## src/rtl/circular_dma_mc_if.sv

```systemverilog
`default_nettype none
// +--------------------------------------------------------------------+
// | Module  : circular_dma_mc_if                                       |
// | Brief   : DataMover S2MM command and status stream bundle          |
// | Revision: 1.0                                                      |
// +--------------------------------------------------------------------+
interface circular_dma_mc_if #(
  parameter int C_ADDR_WIDTH = 32
);
  logic [C_ADDR_WIDTH+47:0] m_axis_s2mm_cmd_tdata;
  logic                     m_axis_s2mm_cmd_tvalid;
  logic                     m_axis_s2mm_cmd_tready;
  logic [7:0]               s_axis_s2mm_sts_tdata;
  logic                     s_axis_s2mm_sts_tvalid;
  logic                     s_axis_s2mm_sts_tready;

  modport master (
    output m_axis_s2mm_cmd_tdata,
    output m_axis_s2mm_cmd_tvalid,
    input  m_axis_s2mm_cmd_tready,
    input  s_axis_s2mm_sts_tdata,
    input  s_axis_s2mm_sts_tvalid,
    output s_axis_s2mm_sts_tready
  );

  modport slave (
    input  m_axis_s2mm_cmd_tdata,
    input  m_axis_s2mm_cmd_tvalid,
    output m_axis_s2mm_cmd_tready,
    output s_axis_s2mm_sts_tdata,
    output s_axis_s2mm_sts_tvalid,
    input  s_axis_s2mm_sts_tready
  );
endinterface
`default_nettype wire

```

## src/rtl/circular_dma_mc.sv

```systemverilog
`default_nettype none
// +--------------------------------------------------------------------+
// | Module  : circular_dma_mc                                          |
// | Brief   : multi-channel circular-buffer S2MM DataMover commander;  |
// |           CIRCULAR_DMA_MC_STATS_EN adds per-channel byte counters  |
// | Revision: 1.0                                                      |
// +--------------------------------------------------------------------+
module circular_dma_mc #(
  parameter int C_ADDR_WIDTH = 32,
  parameter int C_AXIS_WIDTH = 64,
  parameter int C_MAX_BURST  = 16,
  parameter int C_NUM_CH     = 2
) (
  input  wire                             clk,
  input  wire                             rst,
  input  wire                             enable,
  input  wire [C_NUM_CH*C_ADDR_WIDTH-1:0] cfg_base,
  input  wire [C_NUM_CH*32-1:0]           cfg_size,
  input  wire [31:0]                      cfg_irq_thr,
  input  wire [C_NUM_CH*32-1:0]           fifo_occupancy,
  input  wire [C_NUM_CH-1:0]              irq_ack,
  circular_dma_mc_if.master               dm,
  output logic [1:0]                      active_ch,
  output logic                            active_valid,
  output logic [C_NUM_CH*32-1:0]          wr_ptr,
  output logic [C_NUM_CH-1:0]             irq,
  output logic [C_NUM_CH-1:0]             err
`ifdef CIRCULAR_DMA_MC_STATS_EN
  ,
  output logic [C_NUM_CH*64-1:0]          stat_bytes
`endif
);

  localparam int BEAT_BYTES = C_AXIS_WIDTH / 8;
  localparam int LOG2B      = $clog2(BEAT_BYTES);
  localparam int CH_W       = (C_NUM_CH > 2) ? 2 : 1;
  localparam int CH_PAD     = 1 << CH_W;
  localparam int CMD_W      = C_ADDR_WIDTH + 48;

  typedef enum logic [1:0] {
    S_IDLE     = 2'd0,
    S_ARB      = 2'd1,
    S_CMD      = 2'd2,
    S_WAIT_STS = 2'd3
  } state_t;

  state_t                  state_q;
  logic [C_ADDR_WIDTH-1:0] base_a    [CH_PAD];
  logic [31:0]             size_a    [CH_PAD];
  logic [31:0]             occ_a     [CH_PAD];
  logic [31:0]             room_a    [CH_PAD];
  logic [31:0]             wr_ptr_q  [CH_PAD];
  logic [31:0]             pending_q [CH_PAD];
  logic [CH_PAD-1:0]       err_q;
  logic [CH_PAD-1:0]       ack_a;
  logic [CH_W-1:0]         rr_q;
  logic [CH_W-1:0]         sel_q;
  logic [CH_W-1:0]         pick_d;
  logic [CH_W-1:0]         idx;
  logic                    found_d;
  logic [31:0]             beats_d;
  logic [31:0]             nbytes_d;
  logic [31:0]             nbytes_q;
  logic [CMD_W-1:0]        cmd_d;
  logic [CMD_W-1:0]        cmd_tdata_q;
  logic                    cmd_tvalid_q;
  logic                    sts_tready_q;
  logic                    active_valid_q;
  logic                    enable_q;
  logic [32:0]             pend_sum;
  logic [31:0]             ptr_sum;
  logic [31:0]             ptr_adv_d;
  logic [31:0]             pend_d;
  logic                    sts_fire;
  logic                    sts_ok;

  assign ack_a = CH_PAD'(irq_ack);

  // Channel slots above C_NUM_CH exist only to keep indices power-of-two; they never qualify.
  for (genvar k = 0; k < CH_PAD; k++) begin : g_ch
    if (k < C_NUM_CH) begin : g_real
      assign base_a[k]          = cfg_base[k*C_ADDR_WIDTH +: C_ADDR_WIDTH];
      assign size_a[k]          = cfg_size[k*32 +: 32];
      assign occ_a[k]           = fifo_occupancy[k*32 +: 32];
      assign wr_ptr[k*32 +: 32] = wr_ptr_q[k];
      assign irq[k]             = (cfg_irq_thr != 32'd0) && (pending_q[k] >= cfg_irq_thr);
      assign err[k]             = err_q[k];
    end else begin : g_pad
      assign base_a[k] = '0;
      assign size_a[k] = '0;
      assign occ_a[k]  = '0;
    end
    assign room_a[k] = (size_a[k] - wr_ptr_q[k]) >> LOG2B;
  end

  always_comb begin
    found_d = 1'b0;
    pick_d  = '0;
    idx     = '0;
    for (int i = 1; i <= CH_PAD; i++) begin
      idx = rr_q + CH_W'(i);
      if (!found_d && (occ_a[idx] != 32'd0) && !err_q[idx] && (room_a[idx] != 32'd0)) begin
        found_d = 1'b1;
        pick_d  = idx;
      end
    end
  end

  always_comb begin
    beats_d = occ_a[pick_d];
    if (beats_d > 32'(C_MAX_BURST)) beats_d = 32'(C_MAX_BURST);
    if (beats_d > room_a[pick_d])   beats_d = room_a[pick_d];
    nbytes_d = beats_d << LOG2B;
    cmd_d                                 = '0;
    cmd_d[22:0]                           = nbytes_d[22:0];
    cmd_d[23]                             = 1'b1;
    cmd_d[30]                             = 1'b1;
    cmd_d[C_ADDR_WIDTH+31:32]             = base_a[pick_d] + C_ADDR_WIDTH'(wr_ptr_q[pick_d]);
    cmd_d[C_ADDR_WIDTH+35:C_ADDR_WIDTH+32] = 4'(pick_d);
  end

  assign sts_fire  = (state_q == S_WAIT_STS) && sts_tready_q && dm.s_axis_s2mm_sts_tvalid;
  assign sts_ok    = dm.s_axis_s2mm_sts_tdata[7] && (dm.s_axis_s2mm_sts_tdata[6:4] == 3'b000);
  assign pend_sum  = {1'b0, pending_q[sel_q]} + {1'b0, nbytes_q};
  assign ptr_sum   = wr_ptr_q[sel_q] + nbytes_q;
  assign ptr_adv_d = (ptr_sum == size_a[sel_q]) ? 32'd0 : ptr_sum;
  // An acknowledge landing with the completion keeps just the new bytes.
  assign pend_d    = ack_a[sel_q] ? nbytes_q : (pend_sum[32] ? 32'hFFFF_FFFF : pend_sum[31:0]);

  always_ff @(posedge clk) begin
    if (rst) begin
      state_q        <= S_IDLE;
      cmd_tdata_q    <= '0;
      cmd_tvalid_q   <= 1'b0;
      sts_tready_q   <= 1'b0;
      active_valid_q <= 1'b0;
      sel_q          <= '0;
      rr_q           <= CH_W'(C_NUM_CH - 1);
      nbytes_q       <= '0;
      enable_q       <= 1'b0;
      err_q          <= '0;
      for (int k = 0; k < CH_PAD; k++) begin
        wr_ptr_q[k]  <= '0;
        pending_q[k] <= '0;
      end
    end else begin
      enable_q <= enable;
      for (int k = 0; k < CH_PAD; k++) begin
        if (ack_a[k]) pending_q[k] <= '0;
      end
      case (state_q)
        S_IDLE: begin
          if (enable) state_q <= S_ARB;
        end
        S_ARB: begin
          if (!enable) begin
            state_q <= S_IDLE;
          end else if (found_d) begin
            sel_q          <= pick_d;
            rr_q           <= pick_d;
            nbytes_q       <= nbytes_d;
            cmd_tdata_q    <= cmd_d;
            cmd_tvalid_q   <= 1'b1;
            active_valid_q <= 1'b1;
            state_q        <= S_CMD;
          end
        end
        S_CMD: begin
          if (dm.m_axis_s2mm_cmd_tready) begin
            cmd_tvalid_q <= 1'b0;
            sts_tready_q <= 1'b1;
            state_q      <= S_WAIT_STS;
          end
        end
        S_WAIT_STS: begin
          if (sts_fire) begin
            sts_tready_q   <= 1'b0;
            active_valid_q <= 1'b0;
            if (sts_ok) begin
              wr_ptr_q[sel_q]  <= ptr_adv_d;
              pending_q[sel_q] <= pend_d;
            end else begin
              err_q[sel_q] <= 1'b1;
            end
            state_q <= enable ? S_ARB : S_IDLE;
          end
        end
        default: state_q <= S_IDLE;
      endcase
      // A fresh run starts every buffer from its base with errors forgotten.
      if (enable && !enable_q) begin
        err_q <= '0;
        for (int k = 0; k < CH_PAD; k++) wr_ptr_q[k] <= '0;
      end
    end
  end

  assign dm.m_axis_s2mm_cmd_tdata  = cmd_tdata_q;
  assign dm.m_axis_s2mm_cmd_tvalid = cmd_tvalid_q;
  assign dm.s_axis_s2mm_sts_tready = sts_tready_q;
  assign active_valid              = active_valid_q;
  assign active_ch                 = 2'(sel_q);

`ifdef CIRCULAR_DMA_MC_STATS_EN
  logic [63:0] stat_q [CH_PAD];

  always_ff @(posedge clk) begin
    if (rst) begin
      for (int k = 0; k < CH_PAD; k++) stat_q[k] <= '0;
    end else if (sts_fire && sts_ok) begin
      stat_q[sel_q] <= stat_q[sel_q] + 64'(nbytes_q);
    end
  end

  for (genvar k = 0; k < C_NUM_CH; k++) begin : g_stat
    assign stat_bytes[k*64 +: 64] = stat_q[k];
  end
`else
  // Statistics build option off: no byte counters exist.
`endif

endmodule
`default_nettype wire

```

## src/flat_wrapper.sv

```systemverilog
// flat-port wrapper written by rule: the top's interface ports become plain ports
module circular_dma_mc_flat 
#(
  parameter int C_ADDR_WIDTH = 32,
  parameter int C_AXIS_WIDTH = 64,
  parameter int C_MAX_BURST  = 16,
  parameter int C_NUM_CH     = 2
)
  (clk, rst, enable, cfg_base, cfg_size, cfg_irq_thr, fifo_occupancy, irq_ack, active_ch, active_valid, wr_ptr, irq, err, dm_m_axis_s2mm_cmd_tdata, dm_m_axis_s2mm_cmd_tvalid, dm_m_axis_s2mm_cmd_tready, dm_s_axis_s2mm_sts_tdata, dm_s_axis_s2mm_sts_tvalid, dm_s_axis_s2mm_sts_tready);
  circular_dma_mc_if #(.C_ADDR_WIDTH(C_ADDR_WIDTH)) dm_i ();
  input  wire clk;
  input  wire rst;
  input  wire enable;
  input  wire [C_NUM_CH*C_ADDR_WIDTH-1:0] cfg_base;
  input  wire [C_NUM_CH*32-1:0] cfg_size;
  input  wire [31:0] cfg_irq_thr;
  input  wire [C_NUM_CH*32-1:0] fifo_occupancy;
  input  wire [C_NUM_CH-1:0] irq_ack;
  output logic [1:0] active_ch;
  output logic active_valid;
  output logic [C_NUM_CH*32-1:0] wr_ptr;
  output logic [C_NUM_CH-1:0] irq;
  output logic [C_NUM_CH-1:0] err;
  output wire logic [$bits(dm_i.m_axis_s2mm_cmd_tdata)-1:0] dm_m_axis_s2mm_cmd_tdata;
  output wire logic [$bits(dm_i.m_axis_s2mm_cmd_tvalid)-1:0] dm_m_axis_s2mm_cmd_tvalid;
  input wire logic [$bits(dm_i.m_axis_s2mm_cmd_tready)-1:0] dm_m_axis_s2mm_cmd_tready;
  input wire logic [$bits(dm_i.s_axis_s2mm_sts_tdata)-1:0] dm_s_axis_s2mm_sts_tdata;
  input wire logic [$bits(dm_i.s_axis_s2mm_sts_tvalid)-1:0] dm_s_axis_s2mm_sts_tvalid;
  output wire logic [$bits(dm_i.s_axis_s2mm_sts_tready)-1:0] dm_s_axis_s2mm_sts_tready;
  assign dm_m_axis_s2mm_cmd_tdata = dm_i.m_axis_s2mm_cmd_tdata;
  assign dm_m_axis_s2mm_cmd_tvalid = dm_i.m_axis_s2mm_cmd_tvalid;
  assign dm_i.m_axis_s2mm_cmd_tready = dm_m_axis_s2mm_cmd_tready;
  assign dm_i.s_axis_s2mm_sts_tdata = dm_s_axis_s2mm_sts_tdata;
  assign dm_i.s_axis_s2mm_sts_tvalid = dm_s_axis_s2mm_sts_tvalid;
  assign dm_s_axis_s2mm_sts_tready = dm_i.s_axis_s2mm_sts_tready;
  circular_dma_mc #(.C_ADDR_WIDTH(C_ADDR_WIDTH), .C_AXIS_WIDTH(C_AXIS_WIDTH), .C_MAX_BURST(C_MAX_BURST), .C_NUM_CH(C_NUM_CH)) u_core (.clk(clk), .rst(rst), .enable(enable), .cfg_base(cfg_base), .cfg_size(cfg_size), .cfg_irq_thr(cfg_irq_thr), .fifo_occupancy(fifo_occupancy), .irq_ack(irq_ack), .dm(dm_i), .active_ch(active_ch), .active_valid(active_valid), .wr_ptr(wr_ptr), .irq(irq), .err(err));
endmodule
```

## config.mk

```make
export PLATFORM = sky130hd
export DESIGN_NAME = circular_dma_mc_flat
export DESIGN_NICKNAME = d
export VERILOG_FILES = /design/src/rtl/circular_dma_mc_if.sv /design/src/rtl/circular_dma_mc.sv /design/src/flat_wrapper.sv
export SDC_FILE = /design/constraint.sdc
export NUM_CORES = 1
export LEC_CHECK = 0
export BUFFER_PORTS_ARGS = -buffer_cell sky130_fd_sc_hd__buf_2
export CORE_MARGIN = 3
export CORE_UTILIZATION = 49
export CTS_BUF_LIST = sky130_fd_sc_hd__clkbuf_4 sky130_fd_sc_hd__clkbuf_8 sky130_fd_sc_hd__clkbuf_16
export DETAILED_ROUTE_END_ITERATION = 6
export PLACE_DENSITY = 0.72
export SYNTH_ARGS = -nofsm -noshare
export SYNTH_HDL_FRONTEND = slang
export SYNTH_SLANG_ARGS = --single-unit
```

## constraint.sdc

```tcl
create_clock -name clk -period 12.6 [get_ports clk]
set_input_delay 2.52 -clock clk [delete_from_list [all_inputs] [get_ports clk]]
set_output_delay 2.52 -clock clk [all_outputs]
set_load 0.02 [all_outputs]
```

==> impl_summary.txt <==
----------------------------------------------------
[Clock tree]
  Reg clk slew, reported paths ... 0.06 ns
  Post-CTS setup repair buffer count ... 0
  Sinks on Clock Net ... 201
  Skew-Pair Late Insertion Delay ... 0.57 ns
  Number of hold buffers added after CTS ... 0
  Number of buffers on the longest clock path ... 3
  H-tree lvl count ... 1
  Clock tree from TritonCTS ... built
  Resized cells post-CTS ... 0
  Root Driver ... clkbuf_16
  Cts bufs inserted ... 25

[Timing]
  Setup TNS ... 0 ns
  Max-slew violation total from the final report ... 0
  Clock Skew ... 0.0243 ns
  Tcrit/Tclk final ... 0.856
  Tightest Pin Transition ... 1.16 ns
  Setup violators final ... 0
  Relative slew margins ... 0.208
  Top achievable clock speed ... 92.7 MHz
  Min cycle time layout ... 10.78 ns
  RSZ-0062 raised after global routing ... no
  Fin. Hold Viols ... 0
  Hold Worst Slack ... 0.454 ns

[Setup path]
  Cell type with the highest occurrence count on the critical path ... a21oi_1
  Cell family with the largest share of critical-path delay ... compound AO/OA/AOI/OAI gates
  Path type of the worst setup path ... primary input to flip-flop
  Worst-path fanout max ... 29
  Slowest cell delay on critical path ... 0.99 ns
  Crit path max-delay cell type ... a2111oi_0
  Kind of start point of the critical path ... primary input
  Required time reported for the critical path endpoint ... 13.04 ns
  Buf+Inv Stages, Crit Path ... 3
  Worst path arrival time ... 11.22 ns
  Category of the worst setup path capture point ... flip-flop

[Detailed routing]
  Pre-antenna DRT Iters ... 5
  Total number of vias ... 22.4k
  Drt first-iter violations ... 1,721
  DRC violations left ... 0
  Total wire length after detailed routing ... 86,600 um
  Drt wl/cell ... 23.4 um
  Vias per cell ... 6.06
  Final antenna-violating net count ... 0

[Die]
  DIE HEIGHT ... 217 um
  X dimension of the die ... 217 um
  Placeable Area ... 43,500 um^2
  Floorplan row count ... 76
  Starting density of the core ... 0.501
  Full die area ... 47,000 um^2
  Ports ... 392

[Global routing]
  Antenna violations before repair ... 3
  Maximum number of pins on one net before global-route repair ... 78
  Wire length of the first global-routing pass ... 128,000 um
  Number of global-route vias before repair ... 21.4k
  Aggregate global routing overflow ... 0
  All-layer global routing usage ... 0.353

[Finish]
  Area taken by flip-flops and latches ... 5310 um^2
  Synthesis-to-layout area growth ... 13.7%
  Fill cell instance count of the final layout ... 4,072
  Post-route core utilization ... 0.570
  Layout net count ... 3,573
  Number of standard cells in the layout, taps in and fillers out ... 3,696
  Fraction of final layout cells sized beyond drive strength 1 ... 0.161
  Area used by multi-input combinational logic ... 15,300 um^2

[Placement]
  Placed wire-length estimate after detailed placement ... 70,800 um
  GPL Wtd Cong ... 1.01
  Input/output buffers ... 361
  Placed cells ... 3,648

[Synthesis]
  Ys flop type ... edfxtp_1
  Register bit total from synthesis ... 201
  Top cell type's share of synthesized area ... 0.176
  Share of async-settable or async-resettable flops after synthesis ... 0
  Netlist Area Pre-Place ... 21,800 um^2
  Number of different library cells in the post-synthesis netlist ... 85
  Area leader, netlist ... edfxtp_1
  Fraction of the yosys area taken by sequential cells ... 0.243
  Synthesized area per cell ... 7.79 um^2
  Biggest area contributors in the synthesized netlist ... edfxtp_1 (18%), ha_1 (14%), dfxtp_1 (6.7%)
  Number of enable flip-flop cells after synthesis ... 128
  Number of warnings issued by yosys ... 0
  Synth Instances ... 2,796

[Outcome]
  Run status ... complete, no violations

[Pwr]
  Leakage Power ... 11.4 nW
  Power Dens Cells ... 107 nW/um^2
  Peak supply drop ... 0.000161 V

[Run]
  # Max-Cap Violations ... 0

[Hold path]
  Classification of the worst-slack hold path ... flip-flop to flip-flop

----------------------------------------------------
-- registers in the layout, indices dropped and copies added, names as in the netlist, named ones only --
name / flops
u_core.active_valid: 1
u_core.wr_ptr_q: 64
u_core.dm.s_axis_s2mm_sts_tready: 1
u_core.err: 2
u_core.state_q: 1
u_core.enable_q: 1
u_core.dm.m_axis_s2mm_cmd_tvalid: 1
u_core.nbytes_q: 29
u_core.dm.m_axis_s2mm_cmd_tdata: 33
u_core.rr_q: 1
u_core.pending_q: 64
u_core.sel_q: 1
-- cells in the final DEF, fill, tap and decap left out, types with 30 or more instances in the layout --
master    count
dfxtp_1      71
o21ai_0     149
nand4_1      40
xnor2_1      74
nor4_1       41
ha_1        241
nor2_1      300
nor2b_1      32
nand2_1     313
nor3_1       82
xor2_1       58
conb_1       50
mux2_2       32
and3_1       30
nand2b_1     32
mux2i_1      60
inv_1       144
edfxtp_1    128
a21o_1       83
o21ai_1      66
nand3_1      56
a21oi_1     225
buf_2       361
-- worst reg2reg max path, delay by kind of cell, from the launching register on --
| family | cells | cell delay, ns |
|---|---|---|
| AO/OA/AOI/OAI | 17 | 5.44 |
| AND/OR/NAND/NOR | 8 | 1.53 |
| adder cells (fa/ha/maj) | 3 | 0.76 |
| flip-flops | 1 | 0.38 |
| buffers and inverters | 2 | 0.59 |
| XOR/XNOR | 1 | 0.39 |
-- final cells by class --
| class | instances | share of cell area |
|---|---|---|
| antenna | 2 | 0.000202 |
| clock buffer | 31 | 0.0273 |
| clock inverter | 15 | 0.00920 |
| inverter | 146 | 0.0221 |
| multi-input combinational | 2330 | 0.617 |
| sequential | 201 | 0.214 |
| tap | 585 | 0.0296 |
| timing repair buffer | 386 | 0.0805 |
-- synth_stat cells, types with 30 or more instances --
| library cell | number |
|---|---|
| o21ai_0 | 149 |
| a21o_1 | 83 |
| nor4_1 | 41 |
| ha_1 | 241 |
| nand2_1 | 313 |
| o21ai_1 | 66 |
| and3_1 | 30 |
| nand2b_1 | 32 |
| nand4_1 | 40 |
| xnor2_1 | 74 |
| xor2_1 | 58 |
| nor2b_1 | 32 |
| edfxtp_1 | 128 |
| mux2_2 | 32 |
| clkbuf_1 | 75 |
| nor2_1 | 301 |
| dfxtp_1 | 73 |
| mux2i_1 | 61 |
| buf_4 | 51 |
| nand3_1 | 56 |
| inv_1 | 144 |
| nor3_1 | 82 |
| a21oi_1 | 225 |
-- through the flow --
step | total power, mW | worst slack (ns) | cell area [um^2]
floorplan | 1.51 | 3.91 | 22000
detailed placement | 1.84 | 1.52 | 23900
finish | 2.65 | 1.82 | 24800
CTS | 2.64 | 2.08 | 24800
global placement | 1.82 | 1.65 | 23900
global route | 2.79 | 1.36 | 24800
-- routing by layer --
layer  GRT usage  up-vias  share of wire
met5           0        -        0.00027
met4       0.119        4          0.039
met3      0.0514      154          0.078
met2       0.613      989           0.48
met1       0.450    10600           0.40
li1            -    10700              -
-- report_power, final --
part	total [mW]	switching, mW	internal, mW	leakage, nW
Clock	0.801	0.314	0.487	0.427
Sequential	0.798	0.0565	0.742	2.01
Combinational	1.05	0.668	0.385	8.94
-- final timing paths --
check	from	endpoint	slack (ns)	cells past startpoint
min reg2reg	u_core.dm.m_axis_s2mm_cmd_tdata[30]$_SDFFE_PP0P_	u_core.dm.m_axis_s2mm_cmd_tdata[30]$_SDFFE_PP0P_	0.45	2
min	u_core.dm.m_axis_s2mm_cmd_tdata[30]$_SDFFE_PP0P_	u_core.dm.m_axis_s2mm_cmd_tdata[30]$_SDFFE_PP0P_	0.45	2
max	cfg_size[9]	u_core.dm.m_axis_s2mm_cmd_tdata[62]$_SDFFE_PP0P_	1.82	31
max reg2reg	u_core.wr_ptr_q[0][5]$_SDFFCE_PN0P_	u_core.dm.m_axis_s2mm_cmd_tdata[62]$_SDFFE_PP0P_	3.40	31
-- cells by family (layout without fill, tap and decap cells) --
| family | Yosys count | in the layout | synth area share |
|---|---|---|---|
| xor gates and xnor gates | 135 | 135 | 0.0562 |
| DFF | 201 | 201 | 0.243 |
| adders and majority gates | 244 | 244 | 0.141 |
| other | 1 | 52 | 0.000172 |
| buffers and inverters | 314 | 578 | 0.0666 |
| and+or+nand+nor | 1042 | 1042 | 0.226 |
| AOI/OAI and AO/OA | 765 | 765 | 0.221 |
| muxes | 94 | 94 | 0.0451 |
Note: power is estimated with default switching activity, not from simulation.
